===== config.mk =====
export PLATFORM = sky130hd
export DESIGN_NAME = offset_seq_ctrl
export DESIGN_NICKNAME = d
export VERILOG_FILES = /design/src/rtl/offset_pkg.sv /design/src/rtl/offset_seq_ctrl.sv
export SDC_FILE = /design/constraint.sdc
export NUM_CORES = 1
export LEC_CHECK = 0
export ABC_AREA = 1
export BUFFER_PORTS_ARGS = -buffer_cell sky130_fd_sc_hd__buf_2
export CORE_MARGIN = 2
export CORE_UTILIZATION = 59
export CTS_CLUSTER_DIAMETER = 120
export CTS_CLUSTER_SIZE = 24
export DETAILED_ROUTE_END_ITERATION = 16
export PLACE_DENSITY = 0.85
export SLEW_MARGIN = 30
export SYNTH_ARGS = -nofsm -noshare
export SYNTH_HDL_FRONTEND = slang
export SYNTH_SLANG_ARGS = --single-unit

===== constraint.sdc =====
create_clock -name clk -period 3.23 [get_ports clk]
set_input_delay 0.4845 -clock clk [delete_from_list [all_inputs] [get_ports clk]]
set_output_delay 0.4845 -clock clk [all_outputs]
set_load 0.01 [all_outputs]

===== src/rtl/offset_pkg.sv =====
// Shared constants and state type for the OFFSET sequencer.
package offset_pkg;

  localparam int IMG_W  = 64;
  localparam int IMG_H  = 64;
  localparam int ADDR_W = 13;
  localparam int PIX_W  = 8;
  localparam int XW     = $clog2(IMG_W);
  localparam int YW     = $clog2(IMG_H);

  // All-ones address: OFFSET forwards it as a "no access" marker.
  localparam logic signed [ADDR_W-1:0] NO_ACCESS = {ADDR_W{1'b1}};

  typedef enum logic [1:0] {
    IDLE  = 2'd0,
    ISSUE = 2'd1,
    EMIT  = 2'd2,
    DONE  = 2'd3
  } state_e;

endpackage


===== src/rtl/offset_seq_ctrl.sv =====
// Raster-order sequencer for the OFFSET address unit: three vertical reads
// per base pixel, packed into one column window handed downstream.
// Optional feature: OFFSET_SEQ_PAD_EN extends the walk to every row and
// zero-fills slots that fall below the image instead of reading them.
module offset_seq_ctrl
  import offset_pkg::*;
(
  input  logic                     clk,
  input  logic                     rst,
  input  logic                     start,
  output logic                     busy,
  output logic                     done,
  output logic signed [ADDR_W-1:0] base_addr,
  output logic [1:0]               cnt,
  output logic                     rd_req,
  input  logic                     rd_ack,
  input  logic [PIX_W-1:0]         rd_data,
  output logic                     win_valid,
  output logic [3*PIX_W-1:0]       win_data,
  input  logic                     win_ready
);

`ifdef OFFSET_SEQ_PAD_EN
  localparam int YMAX = IMG_H - 1;
`else
  localparam int YMAX = IMG_H - 3;
`endif

  localparam logic signed [ADDR_W-1:0] ADDR_ONE = 1;

  state_e                      state_q, state_d;
  logic [XW-1:0]               x_q, x_d;
  logic [YW-1:0]               y_q, y_d;
  logic signed [ADDR_W-1:0]    base_q, base_d;
  logic [1:0]                  k_q, k_d;
  logic [2:0][PIX_W-1:0]       slot_q, slot_d;
  logic                        pad_skip;
  logic                        last_base;

`ifdef OFFSET_SEQ_PAD_EN
  logic [YW:0] row_sum;
  // Slot row lies below the image: skip the read and zero-fill.
  always_comb begin
    row_sum  = {1'b0, y_q} + (YW+1)'(k_q);
    pad_skip = (row_sum >= (YW+1)'(IMG_H));
  end
`else
  assign pad_skip = 1'b0;
`endif

  assign last_base = (x_q == XW'(IMG_W-1)) && (y_q == YW'(YMAX));
  assign win_data  = slot_q;

  // State and counter registers.
  always_ff @(posedge clk or posedge rst) begin
    if (rst) begin
      state_q <= IDLE;
      x_q     <= '0;
      y_q     <= '0;
      base_q  <= '0;
      k_q     <= '0;
      slot_q  <= '0;
    end else begin
      state_q <= state_d;
      x_q     <= x_d;
      y_q     <= y_d;
      base_q  <= base_d;
      k_q     <= k_d;
      slot_q  <= slot_d;
    end
  end

  // Next-state and output decode.
  always_comb begin
    state_d   = state_q;
    x_d       = x_q;
    y_d       = y_q;
    base_d    = base_q;
    k_d       = k_q;
    slot_d    = slot_q;
    busy      = 1'b0;
    done      = 1'b0;
    base_addr = NO_ACCESS;
    cnt       = 2'd0;
    rd_req    = 1'b0;
    win_valid = 1'b0;

    unique case (state_q)
      IDLE: begin
        if (start) begin
          state_d = ISSUE;
          x_d     = '0;
          y_d     = '0;
          base_d  = '0;
          k_d     = 2'd0;
        end
      end

      ISSUE: begin
        busy = 1'b1;
        if (pad_skip || rd_ack) begin
          // Padded slots spend their cycle with no request outstanding.
          slot_d[k_q] = pad_skip ? '0 : rd_data;
          if (k_q == 2'd2) state_d = EMIT;
          else             k_d     = k_q + 2'd1;
        end
        if (!pad_skip) begin
          rd_req    = 1'b1;
          base_addr = base_q;
          cnt       = k_q;
        end
      end

      EMIT: begin
        busy      = 1'b1;
        win_valid = 1'b1;
        if (win_ready) begin
          // Row stride equals image width, so +1 also crosses row ends.
          base_d = base_q + ADDR_ONE;
          if (x_q == XW'(IMG_W-1)) begin
            x_d = '0;
            y_d = y_q + YW'(1);
          end else begin
            x_d = x_q + XW'(1);
          end
          k_d     = 2'd0;
          state_d = last_base ? DONE : ISSUE;
        end
      end

      DONE: begin
        done    = 1'b1;
        state_d = IDLE;
      end

      default: state_d = IDLE;
    endcase
  end

endmodule


==> metrics.txt <==
Clock Pin Slew Worst Setup and Hold Paths 0.10 ns; YS warnings 0; post-CTS resize count 0; post-CTS setup buffer count 0; ANT nets after route 0; design area 0.00321 sq mm; area leader, netlist dfrtp_1; H-tree levels 2; CP max stage cell ha_1; Vias 2,418; total gr overflow 0; I/O pins 56; Worst Path Arrival 1.95 ns; RR Startpoint state_q[1]; DP Area 0.00310 sq mm; first-pass GRT wire length 10,000 um; delay-heaviest family, CP adder cells; Avg Cell Area, Syn between 7 and 8 sq um; Synth Register Bits 53; Worst Max-Slew Pin Slew 0.855 ns; area share of the largest cell type after synthesis 0.473; Area growth syn-to-layout 14.4%; CTS max path bufs 2; Final #Nets 430; die area 0.00532 sq mm; Total GRT Usage 0.242; CP required 2.75 ns; initial core utilization 0.602; CTS tree yes; Core Area 0.00466 sq mm; vias in the first global route 2,352; RSZ-0062 raised after global routing false; register area share after synthesis 0.473; max-slew violations 0; Syn Std Cell Area 0.00281 sq mm; Crit Path Max Fanout 23; worst skew pair latency 0.32 ns; share of cells above drive strength 1 0.209; drt first-iter violations 138; WL per Instance 12.8 um; final setup TNS 0 ns; syn_nets 377; Critical Setup Path Class reg2out; number of buffers created by CTS 5; Die Ht 73.0 um; biggest cell delay along the critical path 0.73 ns; clk sinks 53; FP Rows 25; P per Cell Area 813 mW/mm^2; critical path cell sequence inv_1 > ha_1 > nand2_1 > inv_1 > buf_2; outcome finished, final reports clean; Tcrit/Tclk final 0.753; Yosys cell types 28; # diodes 0; worst relative slew slack 0.430; clk_skew 0.0106 ns; Setup violations, final 0; largest net degree at the start of global routing 54; min Tclk post-route 2.43 ns; reg2reg path depth 4; Peak VDD IR approximately 0.0008 V; worst path buffer plus inverter count 3; Fmax 0.411 GHz; DRC viols 0; die width roughly 73 um; Hold WC Path Type in2async; startpoint types flip-flop; CP endpoint kind output port; Max-Cap Viols 0; HPWL after DPL 4160 um; root buffer cell clkbuf_8; initial antenna violation count 0; FF-to-FF End win_data[10]; final worst setup slack 0.797 ns; Lkg Pwr around 1.7 nW; drt pass-1 iters 4; slack of the worst reg-to-reg path 0.89 ns; PortBufs 55; cell count after synthesis 352; total wire length about 5900 um; Top cell by count, worst path inv_1; final hold violations 0; RD Place Congestion 0.870; ranking of synthesized cells by area dfrtp_1 (47%), nand2_1 (15%), o21ai_0 (6.6%), ha_1 (5.4%), inv_1 (5.2%); CTS Hold Bufs 0; Placement Setup Slack between 0.8 and 0.9 ns; vias per cell approximately 5.3
==> worst max path at each step <==
stage	endpoint	cells after the start	startpoint	slack, ns
finish	cnt[0]	5	state_q[1]	0.80
floorplan	base_addr[10]	5	state_q[1]	1.40
CTS	cnt[0]	5	state_q[1]	0.79
global placement	y_q[5]	9	state_q[0]	0.94
global route	win_data[11]	4	state_q[1]	0.56
detailed placement	win_data[10]	4	state_q[1]	0.88
==> logic make-up after synthesis <==
| logic type | share of synthesized area |
|---|---|
| adder cells (fa/ha/maj) | 0.0535 |
| XOR/XNOR | 0.00625 |
| flip-flops | 0.473 |
| AND/OR/NAND/NOR | 0.298 |
| AO/OA/AOI/OAI | 0.0892 |
| buffers and inverters | 0.0798 |
==> synthesized netlist by cell type <==
| cell type | n |
|---|---|
| nor2_8 | 2 |
| a21oi_1 | 4 |
| xnor2_1 | 1 |
| o21ai_1 | 4 |
| nor2_1 | 23 |
| nand2_1 | 112 |
| a21o_1 | 1 |
| clkbuf_1 | 5 |
| o21ai_2 | 2 |
| nand2_4 | 2 |
| o21ai_0 | 37 |
| nand3_1 | 23 |
| inv_1 | 39 |
| nand3b_1 | 1 |
| dfrtp_1 | 53 |
| nor2_4 | 3 |
| nand4_1 | 10 |
| ha_1 | 12 |
| buf_6 | 2 |
| xor2_1 | 1 |
| buf_2 | 1 |
| inv_4 | 2 |
| nor2_2 | 3 |
| buf_4 | 1 |
| nor3_1 | 1 |
| nand2_2 | 2 |
| or2_2 | 2 |
| inv_2 | 3 |
==> layer usage <==
metal	GRT usage	vias to the layer above	part of all wire
met5	0	-	0
met4	0.115	0	0.020
met3	0.0401	11	0.045
met2	0.399	71	0.49
met1	0.311	1115	0.45
li1	-	1221	-
==> power breakdown <==
group          internal, mW  switching [mW]  leakage, nW
Combinational         0.408           0.775        0.904
Clock                 0.232           0.224       0.0585
Sequential            0.848           0.123        0.706
==> layout make-up <==
cell class | count | area, sq um
tap | 54 | 67.6
clock inverter | 3 | 43.8
inverter | 44 | 173
sequential | 53 | 1330
timing repair buffer | 55 | 275
clock buffer | 5 | 68.8
multi-input combinational | 246 | 1250
fill | 360 | 1450
==> flip-flops by register name, indices dropped and copies added (netlist names) <==
| register | cells |
|---|---|
| k_q | 2 |
| win_data | 24 |
| y_q | 6 |
| x_q | 6 |
| state_q | 2 |
| base_q | 13 |
==> stage by stage <==
| stage | cells | utilization | power [mW] | hold WS (ns) |
|---|---|---|---|---|
| floorplan | 352 | - | 1.78 | 0.468 |
| global placement | 452 | 0.664 | 2.13 | 0.461 |
| detailed placement | 452 | 0.664 | 2.17 | 0.469 |
| CTS | 460 | 0.689 | 2.63 | 0.274 |
| global route | 460 | 0.689 | 2.82 | 0.308 |
| finish | 460 | 0.689 | 2.61 | 0.248 |
==> cell usage in the layout (no fill, tap or decap), drive strengths merged <==
cell / n
inv: 45
nand4: 10
nand3b: 1
xnor2: 1
o21ai: 43
a21oi: 4
nand3: 23
bufinv: 1
nor2: 31
clkbuf: 5
dfrtp: 53
clkinv: 1
a21o: 1
xor2: 1
nor3: 1
buf: 55
or2: 2
nand2: 116
ha: 12
Power figures use the tool's default switching activity.
